<file path="config.mk">
export PLATFORM = sky130hd
export DESIGN_NAME = bcd_converter
export DESIGN_NICKNAME = d
export VERILOG_FILES = /design/src/rtl/bcd_pkg.sv /design/src/rtl/bcd_digit_adj.sv /design/src/rtl/bcd_converter.sv
export SDC_FILE = /design/constraint.sdc
export NUM_CORES = 1
export LEC_CHECK = 0
export CAP_MARGIN = 10
export CORE_AREA = 2 2 88 90
export CTS_BUF_LIST = sky130_fd_sc_hd__clkbuf_8
export DETAILED_ROUTE_END_ITERATION = 16
export DIE_AREA = 0 0 90 92
export GPL_TIMING_DRIVEN = 1
export HOLD_SLACK_MARGIN = 0.05
export PLACE_DENSITY = 0.75
export SYNTH_ARGS = -nofsm -noshare
export SYNTH_HDL_FRONTEND = slang
export SYNTH_SLANG_ARGS = --single-unit
export TNS_END_PERCENT = 5
</file>
<file path="constraint.sdc">
create_clock -name clk -period 3.9 [get_ports clk]
set_input_delay 0.78 -clock clk [delete_from_list [all_inputs] [get_ports clk]]
set_output_delay 0.78 -clock clk [all_outputs]
set_load 0.01 [all_outputs]
</file>
<file path="src/rtl/bcd_pkg.sv">
`default_nettype none
// +--------------------------------------------------------------------+
// | bcd_pkg : shared state encoding and sizing for bcd_converter        |
// | Rev 1.0                                                             |
// +--------------------------------------------------------------------+
package bcd_pkg;

  localparam int c_DIGIT_W = 4;

  typedef enum logic [1:0] {
    S_IDLE   = 2'd0,
    S_SHIFT  = 2'd1,
    S_FINISH = 2'd2
  } state_t;

  // 1233/4096 approximates log10(2); one extra digit absorbs the rounding.
  function automatic int int_digits(input int bin_w);
    return ((bin_w * 1233) >>> 12) + 1;
  endfunction

endpackage
`default_nettype wire

</file>
<file path="src/rtl/bcd_digit_adj.sv">
`default_nettype none
// +--------------------------------------------------------------------+
// | bcd_digit_adj : double-dabble add-3 correction for one BCD digit    |
// | Rev 1.0                                                             |
// +--------------------------------------------------------------------+
module bcd_digit_adj
  import bcd_pkg::*;
(
  input  logic [c_DIGIT_W-1:0] i_digit,
  output logic [c_DIGIT_W-1:0] o_digit
);

  assign o_digit = (i_digit >= c_DIGIT_W'(5)) ? (i_digit + c_DIGIT_W'(3)) : i_digit;

endmodule
`default_nettype wire

</file>
<file path="src/rtl/bcd_converter.sv">
`default_nettype none
// +--------------------------------------------------------------------+
// | bcd_converter : sequential binary-to-BCD (double dabble) converter  |
// | Rev 1.0                                                             |
// +--------------------------------------------------------------------+
module bcd_converter
  import bcd_pkg::*;
#(
  parameter int BIN_W  = 16,
  parameter int DIGITS = 5,
  parameter int SIGNED = 0
) (
  input  logic                  clk,
  input  logic                  reset,
  input  logic                  start,
  input  logic [BIN_W-1:0]      binary_in,
  output logic [4*DIGITS-1:0]   bcd,
  output logic [DIGITS-1:0]     blank,
  output logic                  neg,
  output logic                  ovf,
  output logic                  busy,
  output logic                  done
);

  localparam int c_INT_DIGITS = int_digits(BIN_W);
  localparam int c_SCR_W      = c_DIGIT_W * c_INT_DIGITS;
  localparam int c_EXT_DIGITS = (DIGITS > c_INT_DIGITS) ? DIGITS : c_INT_DIGITS;
  localparam int c_CNT_W      = $clog2(BIN_W + 1);
  localparam logic [DIGITS-1:0]   c_BLANK_RST = ~DIGITS'(1);
  localparam logic [4*DIGITS-1:0] c_NINES     = {DIGITS{4'h9}};

  state_t                    r_state;
  logic [c_CNT_W-1:0]        r_cnt;
  logic [c_SCR_W-1:0]        r_scratch;
  logic [BIN_W-1:0]          r_operand;
  logic                      r_sign;
  logic                      r_pend_valid;
  logic [BIN_W-1:0]          r_pend_val;
  logic [4*DIGITS-1:0]       r_bcd;
  logic [DIGITS-1:0]         r_blank;
  logic                      r_neg;
  logic                      r_ovf;
  logic                      r_busy;
  logic                      r_done;

  logic [c_SCR_W-1:0]                  w_adj;
  logic                                w_launch;
  logic [BIN_W-1:0]                    w_src_val;
  logic                                w_src_neg;
  logic [BIN_W-1:0]                    w_src_mag;
  logic [c_DIGIT_W*c_EXT_DIGITS-1:0]   w_ext;
  logic                                w_ovf;
  logic [4*DIGITS-1:0]                 w_bcd;
  logic [DIGITS-1:0]                   w_blank;
  logic                                w_allz;

  for (genvar g = 0; g < c_INT_DIGITS; g++) begin : g_adj
    bcd_digit_adj u_adj (
      .i_digit (r_scratch[g*c_DIGIT_W +: c_DIGIT_W]),
      .o_digit (w_adj[g*c_DIGIT_W +: c_DIGIT_W])
    );
  end

  // Queued work waits out the done cycle so results are visible with the bus idle.
  assign w_launch  = start | (r_pend_valid & ~r_done);
  assign w_src_val = start ? binary_in : r_pend_val;
  assign w_src_neg = (SIGNED != 0) && w_src_val[BIN_W-1];
  assign w_src_mag = w_src_neg ? (~w_src_val + BIN_W'(1)) : w_src_val;

  always_comb begin
    w_ext = '0;
    w_ext[c_SCR_W-1:0] = r_scratch;
    w_ovf = 1'b0;
    for (int i = DIGITS; i < c_EXT_DIGITS; i++) begin
      w_ovf = w_ovf | (w_ext[i*c_DIGIT_W +: c_DIGIT_W] != 4'd0);
    end
    w_bcd   = w_ovf ? c_NINES : w_ext[4*DIGITS-1:0];
    w_blank = '0;
    w_allz  = 1'b1;
    for (int i = DIGITS - 1; i >= 1; i--) begin
      w_allz     = w_allz & (w_bcd[i*c_DIGIT_W +: c_DIGIT_W] == 4'd0);
      w_blank[i] = w_allz & ~w_ovf;
    end
  end

  always_ff @(posedge clk) begin
    if (reset) begin
      r_state      <= S_IDLE;
      r_cnt        <= '0;
      r_scratch    <= '0;
      r_operand    <= '0;
      r_sign       <= 1'b0;
      r_pend_valid <= 1'b0;
      r_pend_val   <= '0;
      r_bcd        <= '0;
      r_blank      <= c_BLANK_RST;
      r_neg        <= 1'b0;
      r_ovf        <= 1'b0;
      r_busy       <= 1'b0;
      r_done       <= 1'b0;
    end else begin
      r_done <= 1'b0;
      if ((r_state != S_IDLE) && start) begin
        r_pend_valid <= 1'b1;
        r_pend_val   <= binary_in;
      end
      case (r_state)
        S_IDLE: begin
          if (w_launch) begin
            r_scratch    <= '0;
            r_operand    <= w_src_mag;
            r_sign       <= w_src_neg;
            r_cnt        <= c_CNT_W'(BIN_W);
            r_pend_valid <= 1'b0;
            r_busy       <= 1'b1;
            r_state      <= S_SHIFT;
          end
        end
        S_SHIFT: begin
          r_scratch <= {w_adj[c_SCR_W-2:0], r_operand[BIN_W-1]};
          r_operand <= {r_operand[BIN_W-2:0], 1'b0};
          r_cnt     <= r_cnt - c_CNT_W'(1);
          if (r_cnt == c_CNT_W'(1)) begin
            r_state <= S_FINISH;
          end
        end
        S_FINISH: begin
          r_bcd   <= w_bcd;
          r_blank <= w_blank;
          r_neg   <= r_sign;
          r_ovf   <= w_ovf;
          r_done  <= 1'b1;
          r_busy  <= 1'b0;
          r_state <= S_IDLE;
        end
        default: r_state <= S_IDLE;
      endcase
    end
  end

  assign bcd   = r_bcd;
  assign blank = r_blank;
  assign neg   = r_neg;
  assign ovf   = r_ovf;
  assign busy  = r_busy;
  assign done  = r_done;

endmodule
`default_nettype wire

</file>
==> results.txt <==
post-CTS resize count = 0
Max-Cap Viols = 0
# setup viols final = 0
Peak VDD IR = 0.211 mV
Cell Area, Synth = 3870 um2
Power per Cell Area = 414 nW/um2
Core Region = 7450 um2
Tot GR Track Use = 20.9%
clk_lat worst skew = 0.36 ns
Util after Layout = 61.6%
final wirelength = 8220 um
die area = 8280 um2
Area contributors post-synth = dfxtp_1 44%, nand2_1 9.0%, a21oi_1 8.9%
Pint = 0.00144 W
routability cong. = 0.778
YS warnings = 0
DRT Pass-1 Iters = 5
Clock Path Buffers = 2
Async SR Flop Fraction = 0%
ANT nets after route = 0
Flop pwr share = 49.6%
DIE HEIGHT = 92 um
initial DRC count = 128
DR DRC count = 0
H-tree depth = 3
layout cells sized above 1 = 6.85%
Commonest cells post-synth = 93 x nand2_1, 86 x dfxtp_1, 69 x a21oi_1, 23 x nor2_1, 17 x clkbuf_1
R2R setup slack = 1.69 ns
Critical Path Fanout Max = 18
first-pass GRT wire length = 14300 um
most common cell in the synthesized netlist = nand2_1
Fin. Hold Viols = 0
Primary FF master, synth = dfxtp_1
vias in the first global route = 3073
max-slew violations = 0
Highest Clock Rate = 0.434 GHz
Tmin final = 2.30 ns
Multi-input gate area = 1930 um2
CP Capture Type = register
GRT busiest layer = met2
number of I/O port buffers = 44
distinct cell type count after synthesis = 43
register bit total from synthesis = 86
Via-to-Cell Ratio = 5.43
FP Rows = 32
Seq/Total Area, Yosys = 44.5%
CTS Hold Buffers Added = 0
Hold Path Class = reg -> reg
Fillers = 660
Initial Util = 52.0%
critical path cell sequence = clkdlybuf4s50_1 > nor2_2 > a21o_1 > nor2b_4 > a22o_1
CP Data Required Time = 4.20 ns
cell taking the most area after synthesis = dfxtp_1
number of synthesized flops with an enable pin = 0
unrepaired setup endpoints after global routing = no
pin count of the biggest net entering global routing = 41
area growth from synthesis to layout = 18.5%
Gate power share = 10.6%
DP HPWL = 5250 um
wire length per cell = 13.8 um
CTS tree = yes
Slew headroom = 34.9%
post-CTS setup buffer count = 0
Least-Margin Pin Slew = 0.975 ns
Clk pwr share = 39.8%
Clock Pin Slew Worst Setup and Hold Paths = 0.09 ns
Leak = 1.65 nW
antenna violations before repair = 0
Setup Total Neg Slack = 0 ns
Post-Syn Instances = 460
met2 Use GR = 35.3%
root buf cell = clkbuf_8
net switching power = 0.000456 W
register area = 1720 um2
CTS Buf Count = 9
syn avg cell area = 8.42 um2
Synth top area share = 44.5%
Diodes inserted = 0
critical path class = in -> reg
met1 Usage GRT = 27.4%
met3 Usage GRT = 3.20%
max incr delay on CP = 0.55 ns
status = finished clean
GRT Residual Overflow = 0
Slowest-stage cell, CP = a21o_1
clock skew = 0.0115 ns
crit path launch type = input pin
total number of vias = 3250
Data arrival, critical path = 2.61 ns
Switching Fraction = 24.0%
I/O Pins = 48
final worst-path cycle share = 59.1%
TritonCTS Sinks = 86
nets = 525
Final Power = 0.00190 W
die width = 90 um
final cells by class:
class,count,area share [%]
clock inverter,6,2.40
clock buffer,10,3.00
multi-input combinational,327,42.0
sequential,86,37.5
tap,102,2.78
inverter,13,1.06
timing repair buffer,54,11.2
registers in the layout, indices dropped and copies added, names as in the netlist:
name and cells:
r_pend_valid 1, r_pend_val 16, r_operand 16, r_scratch 20
r_cnt 5, blank 4, busy 1, bcd 20
r_state 2, done 1
per-stage QoR:
stage          hold WS (ns)  worst slack (ns)  cells  area (um2)
6_report              0.450              1.60    598        4590
3_5_place_dp          0.447              1.23    581        4330
2_1_floorplan         0.432              2.00    462        3880
4_1_cts               0.457              1.61    597        4570
5_1_grt               0.476              1.48    598        4590
3_3_place_gp          0.442              1.27    581        4330
power groups by stage:
stage | sequential (W) | combinational, W | clock, W
floorplan | 0.000947 | 0.000156 | 0
global placement | 0.000960 | 0.000195 | 0
detailed placement | 0.000960 | 0.000198 | 0
CTS | 0.000940 | 0.000199 | 0.000771
global route | 0.000946 | 0.000227 | 0.000804
finish | 0.000941 | 0.000201 | 0.000755
kinds of logic after synthesis:
| family | count (synthesis) | synth area share [%] |
|---|---|---|
| AO/OA/AOI/OAI | 124 | 19.8 |
| XOR/XNOR | 9 | 2.04 |
| adder cells (fa/ha/maj) | 15 | 4.85 |
| buffers and inverters | 49 | 5.98 |
| flip-flops | 86 | 44.5 |
| multiplexers | 10 | 2.62 |
| other | 1 | 0.0969 |
| AND/OR/NAND/NOR | 166 | 20.1 |
critical path: cells and delay by family:
kind,cells,cell delay (ns)
AOI/OAI and AO/OA,2,0.75
buffers and inverters,1,0.44
and+or+nand+nor,2,0.63
cells in the final DEF, fill, tap and decap left out, drive strengths merged, types with 2 or more instances in the layout:
| cell | instances |
|---|---|
| inv | 14 |
| nor3 | 9 |
| o311ai | 2 |
| nand3b | 12 |
| a22o | 12 |
| nand2 | 93 |
| xnor2 | 7 |
| nand2b | 9 |
| conb | 3 |
| mux2i | 9 |
| nor2b | 5 |
| clkbuf | 10 |
| nor2 | 25 |
| o211ai | 10 |
| ha | 15 |
| a21oi | 70 |
| bufinv | 3 |
| clkdlybuf4s50 | 43 |
| xor2 | 2 |
| buf | 11 |
| nand3 | 8 |
| dfxtp | 86 |
| a221oi | 11 |
| o21ai | 11 |
| o2bb2ai | 2 |
worst paths after layout:
| kind | from | end | cells past startpoint |
|---|---|---|---|
| setup / recovery | start | r_scratch[14]$_SDFFE_PP0P_ | 5 |
| hold / removal | r_operand[15]$_SDFFE_PP0P_ | r_scratch[0]$_SDFFE_PP0P_ | 2 |
| setup reg to reg | r_state[0]$_SDFFE_PP0P_ | r_scratch[14]$_SDFFE_PP0P_ | 4 |
| hold reg to reg | r_operand[15]$_SDFFE_PP0P_ | r_scratch[0]$_SDFFE_PP0P_ | 2 |
layer usage:
layer / vias up / share of wire (%) / wire (um)
met2: 65 / 48 / 3950
met4: 0 / 1.3 / 105
met5: - / 0 / 0
met3: 12 / 3.6 / 293
met1: 1527 / 47 / 3870
li1: 1646 / - / -
No activity file was read; power rests on OpenSTA's default activity.
